<file path="src/rtl/pipeline_hazard_ctrl_if.sv">
// Hazard-control bundle between the 5-stage pipeline and its stall/flush sequencer.
// The pipeline side is the master; the sequencer is the slave.
interface pipeline_hazard_ctrl_if #(
  parameter int unsigned CNT_W = 32
);
  logic             DCacheMiss;
  logic             DCacheReady;
  logic             BranchE;
  logic             BrTakenE;
  logic             PredTakenE;
  logic             JalrE;
  logic             MemToRegE;
  logic [4:0]       RdE;
  logic [4:0]       Rs1D;
  logic [4:0]       Rs2D;
  logic [1:0]       RegReadD;

  logic             StallF;
  logic             StallD;
  logic             FlushD;
  logic             StallE;
  logic             FlushE;
  logic             StallM;
  logic             FlushM;
  logic             StallW;
  logic             FlushW;
  logic             RedirectE;
  logic [CNT_W-1:0] MispredCnt;
  logic [CNT_W-1:0] StallCnt;

  modport master (
    output DCacheMiss, DCacheReady, BranchE, BrTakenE, PredTakenE, JalrE, MemToRegE,
    output RdE, Rs1D, Rs2D, RegReadD,
    input  StallF, StallD, FlushD, StallE, FlushE, StallM, FlushM, StallW, FlushW,
    input  RedirectE, MispredCnt, StallCnt
  );

  modport slave (
    input  DCacheMiss, DCacheReady, BranchE, BrTakenE, PredTakenE, JalrE, MemToRegE,
    input  RdE, Rs1D, Rs2D, RegReadD,
    output StallF, StallD, FlushD, StallE, FlushE, StallM, FlushM, StallW, FlushW,
    output RedirectE, MispredCnt, StallCnt
  );
endinterface

</file>
<file path="src/rtl/pipeline_hazard_ctrl.sv">
// Stall/flush sequencer: D-cache miss stalls, mispredict redirects, load-use bubbles,
// plus saturating perf counters for mispredicts and front-end stall cycles.
module pipeline_hazard_ctrl #(
  parameter int unsigned CNT_W      = 32,
  parameter int unsigned MISS_DRAIN = 1
) (
  input  logic                  clk,
  input  logic                  rst_n,
  pipeline_hazard_ctrl_if.slave hz
);

  localparam int unsigned DrainW = (MISS_DRAIN > 1) ? $clog2(MISS_DRAIN) : 1;

  typedef enum logic [1:0] {StRun, StMiss, StDrain} state_e;

  state_e              state_q;
  logic [DrainW-1:0]   drain_cnt_q;
  logic [CNT_W-1:0]    mispred_cnt_q;
  logic [CNT_W-1:0]    stall_cnt_q;

  logic mispred;
  logic load_use;
  logic miss_pending;

  logic stall_f, stall_d, flush_d, stall_e, flush_e;
  logic stall_m, flush_m, stall_w, flush_w, redirect_e;

  assign mispred = (hz.BranchE & (hz.BrTakenE ^ hz.PredTakenE)) | hz.JalrE;

  assign load_use = hz.MemToRegE && (hz.RdE != 5'd0) &&
                    ((hz.RegReadD[1] && (hz.RdE == hz.Rs1D)) ||
                     (hz.RegReadD[0] && (hz.RdE == hz.Rs2D)));

  // A miss that completes in the same cycle is effectively a hit.
  assign miss_pending = hz.DCacheMiss & ~hz.DCacheReady;

  // Outputs are forced low while reset is asserted, independent of the clock.
  always_comb begin
    stall_f    = 1'b0;
    stall_d    = 1'b0;
    flush_d    = 1'b0;
    stall_e    = 1'b0;
    flush_e    = 1'b0;
    stall_m    = 1'b0;
    flush_m    = 1'b0;
    stall_w    = 1'b0;
    flush_w    = 1'b0;
    redirect_e = 1'b0;
    if (rst_n) begin
      unique case (state_q)
        StRun: begin
          if (miss_pending) begin
            stall_f = 1'b1;
            stall_d = 1'b1;
            stall_e = 1'b1;
            stall_m = 1'b1;
            flush_w = 1'b1;
          end else if (mispred) begin
            redirect_e = 1'b1;
            flush_d    = 1'b1;
            flush_e    = 1'b1;
          end else if (load_use) begin
            stall_f = 1'b1;
            stall_d = 1'b1;
            flush_e = 1'b1;
          end
        end
        StMiss: begin
          stall_f = 1'b1;
          stall_d = 1'b1;
          stall_e = 1'b1;
          // On refill MEM-WB is released so it captures the returned data.
          stall_m = ~hz.DCacheReady;
          flush_w = ~hz.DCacheReady;
        end
        StDrain: begin
          stall_f = 1'b1;
          stall_d = 1'b1;
          stall_e = 1'b1;
          flush_m = 1'b1;
        end
        default: ;
      endcase
    end
  end

  always_ff @(posedge clk or negedge rst_n) begin
    if (!rst_n) begin
      state_q       <= StRun;
      drain_cnt_q   <= '0;
      mispred_cnt_q <= '0;
      stall_cnt_q   <= '0;
    end else begin
      unique case (state_q)
        StRun: begin
          if (miss_pending) state_q <= StMiss;
        end
        StMiss: begin
          if (hz.DCacheReady) begin
            state_q     <= StDrain;
            drain_cnt_q <= DrainW'(MISS_DRAIN - 1);
          end
        end
        StDrain: begin
          if (drain_cnt_q == '0) begin
            state_q <= StRun;
          end else begin
            drain_cnt_q <= drain_cnt_q - 1'b1;
          end
        end
        default: state_q <= StRun;
      endcase

      if (redirect_e && (mispred_cnt_q != '1)) mispred_cnt_q <= mispred_cnt_q + CNT_W'(1);
      if (stall_f && (stall_cnt_q != '1))      stall_cnt_q   <= stall_cnt_q + CNT_W'(1);
    end
  end

  assign hz.StallF     = stall_f;
  assign hz.StallD     = stall_d;
  assign hz.FlushD     = flush_d;
  assign hz.StallE     = stall_e;
  assign hz.FlushE     = flush_e;
  assign hz.StallM     = stall_m;
  assign hz.FlushM     = flush_m;
  assign hz.StallW     = stall_w;
  assign hz.FlushW     = flush_w;
  assign hz.RedirectE  = redirect_e;
  assign hz.MispredCnt = mispred_cnt_q;
  assign hz.StallCnt   = stall_cnt_q;

endmodule

</file>
<file path="src/flat_wrapper.sv">
// flat-port wrapper written by rule: the top's interface ports become plain ports
module pipeline_hazard_ctrl_flat 
#(
  parameter int unsigned CNT_W      = 32,
  parameter int unsigned MISS_DRAIN = 1
)
  (clk, rst_n, hz_DCacheMiss, hz_DCacheReady, hz_BranchE, hz_BrTakenE, hz_PredTakenE, hz_JalrE, hz_MemToRegE, hz_RdE, hz_Rs1D, hz_Rs2D, hz_RegReadD, hz_StallF, hz_StallD, hz_FlushD, hz_StallE, hz_FlushE, hz_StallM, hz_FlushM, hz_StallW, hz_FlushW, hz_RedirectE, hz_MispredCnt, hz_StallCnt);
  pipeline_hazard_ctrl_if #(.CNT_W(CNT_W)) hz_i ();
  input  logic clk;
  input  logic rst_n;
  input wire logic [$bits(hz_i.DCacheMiss)-1:0] hz_DCacheMiss;
  input wire logic [$bits(hz_i.DCacheReady)-1:0] hz_DCacheReady;
  input wire logic [$bits(hz_i.BranchE)-1:0] hz_BranchE;
  input wire logic [$bits(hz_i.BrTakenE)-1:0] hz_BrTakenE;
  input wire logic [$bits(hz_i.PredTakenE)-1:0] hz_PredTakenE;
  input wire logic [$bits(hz_i.JalrE)-1:0] hz_JalrE;
  input wire logic [$bits(hz_i.MemToRegE)-1:0] hz_MemToRegE;
  input wire logic [$bits(hz_i.RdE)-1:0] hz_RdE;
  input wire logic [$bits(hz_i.Rs1D)-1:0] hz_Rs1D;
  input wire logic [$bits(hz_i.Rs2D)-1:0] hz_Rs2D;
  input wire logic [$bits(hz_i.RegReadD)-1:0] hz_RegReadD;
  output wire logic [$bits(hz_i.StallF)-1:0] hz_StallF;
  output wire logic [$bits(hz_i.StallD)-1:0] hz_StallD;
  output wire logic [$bits(hz_i.FlushD)-1:0] hz_FlushD;
  output wire logic [$bits(hz_i.StallE)-1:0] hz_StallE;
  output wire logic [$bits(hz_i.FlushE)-1:0] hz_FlushE;
  output wire logic [$bits(hz_i.StallM)-1:0] hz_StallM;
  output wire logic [$bits(hz_i.FlushM)-1:0] hz_FlushM;
  output wire logic [$bits(hz_i.StallW)-1:0] hz_StallW;
  output wire logic [$bits(hz_i.FlushW)-1:0] hz_FlushW;
  output wire logic [$bits(hz_i.RedirectE)-1:0] hz_RedirectE;
  output wire logic [$bits(hz_i.MispredCnt)-1:0] hz_MispredCnt;
  output wire logic [$bits(hz_i.StallCnt)-1:0] hz_StallCnt;
  assign hz_i.DCacheMiss = hz_DCacheMiss;
  assign hz_i.DCacheReady = hz_DCacheReady;
  assign hz_i.BranchE = hz_BranchE;
  assign hz_i.BrTakenE = hz_BrTakenE;
  assign hz_i.PredTakenE = hz_PredTakenE;
  assign hz_i.JalrE = hz_JalrE;
  assign hz_i.MemToRegE = hz_MemToRegE;
  assign hz_i.RdE = hz_RdE;
  assign hz_i.Rs1D = hz_Rs1D;
  assign hz_i.Rs2D = hz_Rs2D;
  assign hz_i.RegReadD = hz_RegReadD;
  assign hz_StallF = hz_i.StallF;
  assign hz_StallD = hz_i.StallD;
  assign hz_FlushD = hz_i.FlushD;
  assign hz_StallE = hz_i.StallE;
  assign hz_FlushE = hz_i.FlushE;
  assign hz_StallM = hz_i.StallM;
  assign hz_FlushM = hz_i.FlushM;
  assign hz_StallW = hz_i.StallW;
  assign hz_FlushW = hz_i.FlushW;
  assign hz_RedirectE = hz_i.RedirectE;
  assign hz_MispredCnt = hz_i.MispredCnt;
  assign hz_StallCnt = hz_i.StallCnt;
  pipeline_hazard_ctrl #(.CNT_W(CNT_W), .MISS_DRAIN(MISS_DRAIN)) u_core (.clk(clk), .rst_n(rst_n), .hz(hz_i));
endmodule
</file>
<file path="config.mk">
export PLATFORM = sky130hd
export DESIGN_NAME = pipeline_hazard_ctrl_flat
export DESIGN_NICKNAME = d
export VERILOG_FILES = /design/src/rtl/pipeline_hazard_ctrl_if.sv /design/src/rtl/pipeline_hazard_ctrl.sv /design/src/flat_wrapper.sv
export SDC_FILE = /design/constraint.sdc
export NUM_CORES = 1
export LEC_CHECK = 0
export CAP_MARGIN = 10
export CORE_ASPECT_RATIO = 1.1
export CORE_MARGIN = 2
export CORE_UTILIZATION = 40
export CTS_BUF_LIST = sky130_fd_sc_hd__clkbuf_16
export DETAILED_ROUTE_END_ITERATION = 16
export HOLD_SLACK_MARGIN = 0.06
export PLACE_DENSITY = 0.79
export SETUP_SLACK_MARGIN = 0.5
export SYNTH_ARGS = -nofsm -noshare
export SYNTH_HDL_FRONTEND = slang
export SYNTH_SLANG_ARGS = --single-unit
</file>
<file path="constraint.sdc">
create_clock -name clk -period 3.2 [get_ports clk]
set_clock_uncertainty 0.15 [all_clocks]
set_input_delay 0.8 -clock clk [delete_from_list [all_inputs] [get_ports clk]]
set_output_delay 0.8 -clock clk [all_outputs]
set_load 0.01 [all_outputs]
</file>
==> results.json <==
{
  "status": "completed",
  "cp.required_ns": 2.25,
  "worst_pin_slew_ns": 0.782,
  "final_hold_viol_count": 0,
  "via_count": 3019,
  "p_sw_share_pct": 29.5,
  "drv_cap": 0,
  "grt_pass1_vias": 3007,
  "sequentialPowerShare_pct": 36.9,
  "core-area_um2": 8320,
  "final-setup-viol-count": 0,
  "place_ws_ns": -0.598,
  "wl_mm": 9.22,
  "drive_gt1_share_pct": 30.2,
  "clock-sinks": 66,
  "first_pass_iters": 5,
  "cp-start-kind": "input pin",
  "setup.worst_path.end_class": "output port",
  "antenna_found_initial": 1,
  "vdd_drop_max_mv": 0.391,
  "h-tree-depth": 3,
  "start_util_pct": 41.0,
  "utilization_pct": 66.1,
  "clkSlewWorstSetupHoldPaths_ns": 0.06,
  "cts_tree": "done",
  "fin_ws_ns": 0.258,
  "synth_cells": 332,
  "syn_nets": 364,
  "finalNonFillerCells": 601,
  "viasPerCell": 5.02,
  "max_freq_mhz": 340,
  "clk-insertion-delay-late_ns": 0.32,
  "nNetsFinal": 518,
  "mostFrequentLayoutCells": "dfrtp_1, clkdlybuf4s50_1, xnor2_1",
  "grt_max_degree": 53,
  "cellPowerDensity_nw_per_um2": 486,
  "combPwrFrac_pct": 28.3,
  "n_antenna_cell": 0,
  "finalWeightedCongestion": 0.825,
  "portBuffers": 98,
  "clkPwrFrac_pct": 34.8,
  "cts_max_path_buffers": 2,
  "drtIter0Drc": 53,
  "area_delta_synth_final_pct": 61.2,
  "overflow": 0,
  "drt-wirelength-per-cell_um": 15.3,
  "ys_seq_elements": 66,
  "p_int_mw": 1.88,
  "die_w_um": 92.0,
  "leakagePower_nw": 2.48,
  "drv_slew": 0,
  "synthArstFlopShare_pct": 100,
  "cts_root_buffer": "clkbuf_16",
  "p_switching_mw": 0.787,
  "synth_seq_area_share_pct": 48.4,
  "netlist_area_um2": 3410,
  "min_period_ns": 2.94,
  "worstSetupPathType": "input pin to output port",
  "rsz0062_at_grt": "yes",
  "min_period_over_period_pct": 91.9,
  "avgSynthCellArea_um2": 10.3,
  "yosys_warnings": 0,
  "synth-main-ff-cell": "dfrtp_1",
  "hp-class": "input pin to asynchronous set/reset pin",
  "placementRows": 35,
  "cts_hold_buf": 0,
  "synthDistinctLibCells": 43,
  "slew-limit-headroom_pct": 47.4,
  "ant_nets": 0,
  "cts-buffers-inserted": 9,
  "critPathMaxFanout": 3,
  "mostFrequentLayoutCell": "dfrtp_1",
  "finalPower_mw": 2.67,
  "crit_arrival_ns": 1.99,
  "die_y_um": 101,
  "io_pins": 100,
  "final_cell_area_um2": 5500,
  "place_area_um2": 4650,
  "gr-usage-all-layers_pct": 19.1,
  "place_inst": 557,
  "grt_pass1_wl_mm": 14.2,
  "synth_edf_count": 0,
  "hpwl_mm": 6.05,
  "drc": 0,
  "die_area_um2": 9280
}
path summary, 6_finish.rpt:
kind,start,to,slack [ns],depth (start not counted)
max reg2reg,u_core.state_q[1]$_DFFE_PN0P_,u_core.hz.MispredCnt[25]$_DFFE_PN0P_,0.64,10
max in group asynchronous,rst_n,u_core.hz.StallCnt[3]$_DFFE_PN0P_,1.72,3
min,rst_n,u_core.hz.MispredCnt[18]$_DFFE_PN0P_,0.32,2
min in group clk,u_core.hz.MispredCnt[22]$_DFFE_PN0P_,u_core.hz.MispredCnt[22]$_DFFE_PN0P_,0.33,1
min reg2reg,u_core.hz.MispredCnt[22]$_DFFE_PN0P_,u_core.hz.MispredCnt[22]$_DFFE_PN0P_,0.33,1
max,hz_RdE[4],hz_FlushE,0.26,6
state kept, by name, summed over array words and instances, names as in the netlist:
name                  cells
u_core.hz.StallCnt       32
u_core.hz.MispredCnt     32
u_core.state_q            2
final cells by class:
cell class / instances / area [um2]
Fill cell: 633 / 2820
Clock inverter: 6 / 50.0
Sequential cell: 66 / 1650
Multi-Input combinational cell: 248 / 2000
Inverter: 10 / 37.5
Tap cell: 111 / 139
Timing Repair Buffer: 151 / 1390
Clock buffer: 9 / 225
metrics by stage:
step           hold WS (ns)  setup TNS [ns]
2_1_floorplan         0.354               0
3_3_place_gp          0.326           -2.14
3_5_place_dp          0.329           -3.08
4_1_cts               0.340               0
5_1_grt               0.334               0
6_report              0.321               0
layer usage:
metal | GRT usage, % | up-vias | wire, um | share of wire, %
li1 | - | 1453 | - | -
met1 | 24.6 | 1477 | 4030 | 44
met2 | 31.7 | 71 | 4610 | 50
met3 | 4.04 | 16 | 416 | 4.5
met4 | 7.69 | 2 | 150 | 1.6
met5 | 0 | - | 13 | 0.14
kinds of logic (layout without fill, tap and decap cells):
group / count (synthesis) / after routing / synth area share (%)
buffers and inverters: 18 / 176 / 2.82
multiplexers: 2 / 2 / 0.660
other: 1 / 1 / 0.110
AND/OR/NAND/NOR: 150 / 150 / 23.8
flip-flops: 66 / 66 / 48.4
AO/OA/AOI/OAI: 17 / 17 / 3.52
adder cells (fa/ha/maj): 6 / 6 / 2.20
XOR/XNOR: 72 / 72 / 18.5
cells in the mapped netlist (2+ instances only):
cell | count | area, um2
a21oi_1 | 5 | 25.0
and2_1 | 4 | 25.0
and3_1 | 9 | 56.3
and3b_1 | 2 | 17.5
and4_1 | 3 | 26.3
buf_2 | 2 | 10.0
buf_4 | 5 | 37.5
dfrtp_1 | 66 | 1650
ha_1 | 6 | 75.1
inv_1 | 10 | 37.5
mux2_2 | 2 | 22.5
nand2_1 | 36 | 135
nand3_1 | 23 | 115
nand3_2 | 2 | 20.0
nand4_1 | 22 | 138
nor2_1 | 16 | 60.1
nor3_1 | 17 | 85.1
nor4_1 | 4 | 25.0
o21a_1 | 2 | 15.0
or2_2 | 2 | 12.5
or2b_1 | 2 | 15.0
xnor2_1 | 47 | 412
xor2_1 | 25 | 219
worst max-delay path, stage by stage:
cell	delay, ns
buf_8	0.10
or4_4	0.52
o21a_1	0.21
or2b_1	0.17
a21oi_2	0.05
buf_2	0.14
repair_timing:
action	4_1_cts	5_1_grt
pin swaps	30	33
gates resized for setup	132	65
buffers inserted	21	8
setup endpoints to repair	53	41
power by group through the flow:
stage / sequential [mW] / clock, mW / combinational, mW
after floorplan: 1.01 / 0 / 0.269
after global placement: 0.991 / 0 / 0.597
after detailed placement: 0.996 / 0 / 0.603
after CTS: 0.982 / 0.944 / 0.665
after global routing: 0.999 / 0.979 / 0.819
final: 0.986 / 0.930 / 0.757
No activity file was read; power rests on OpenSTA's default activity.
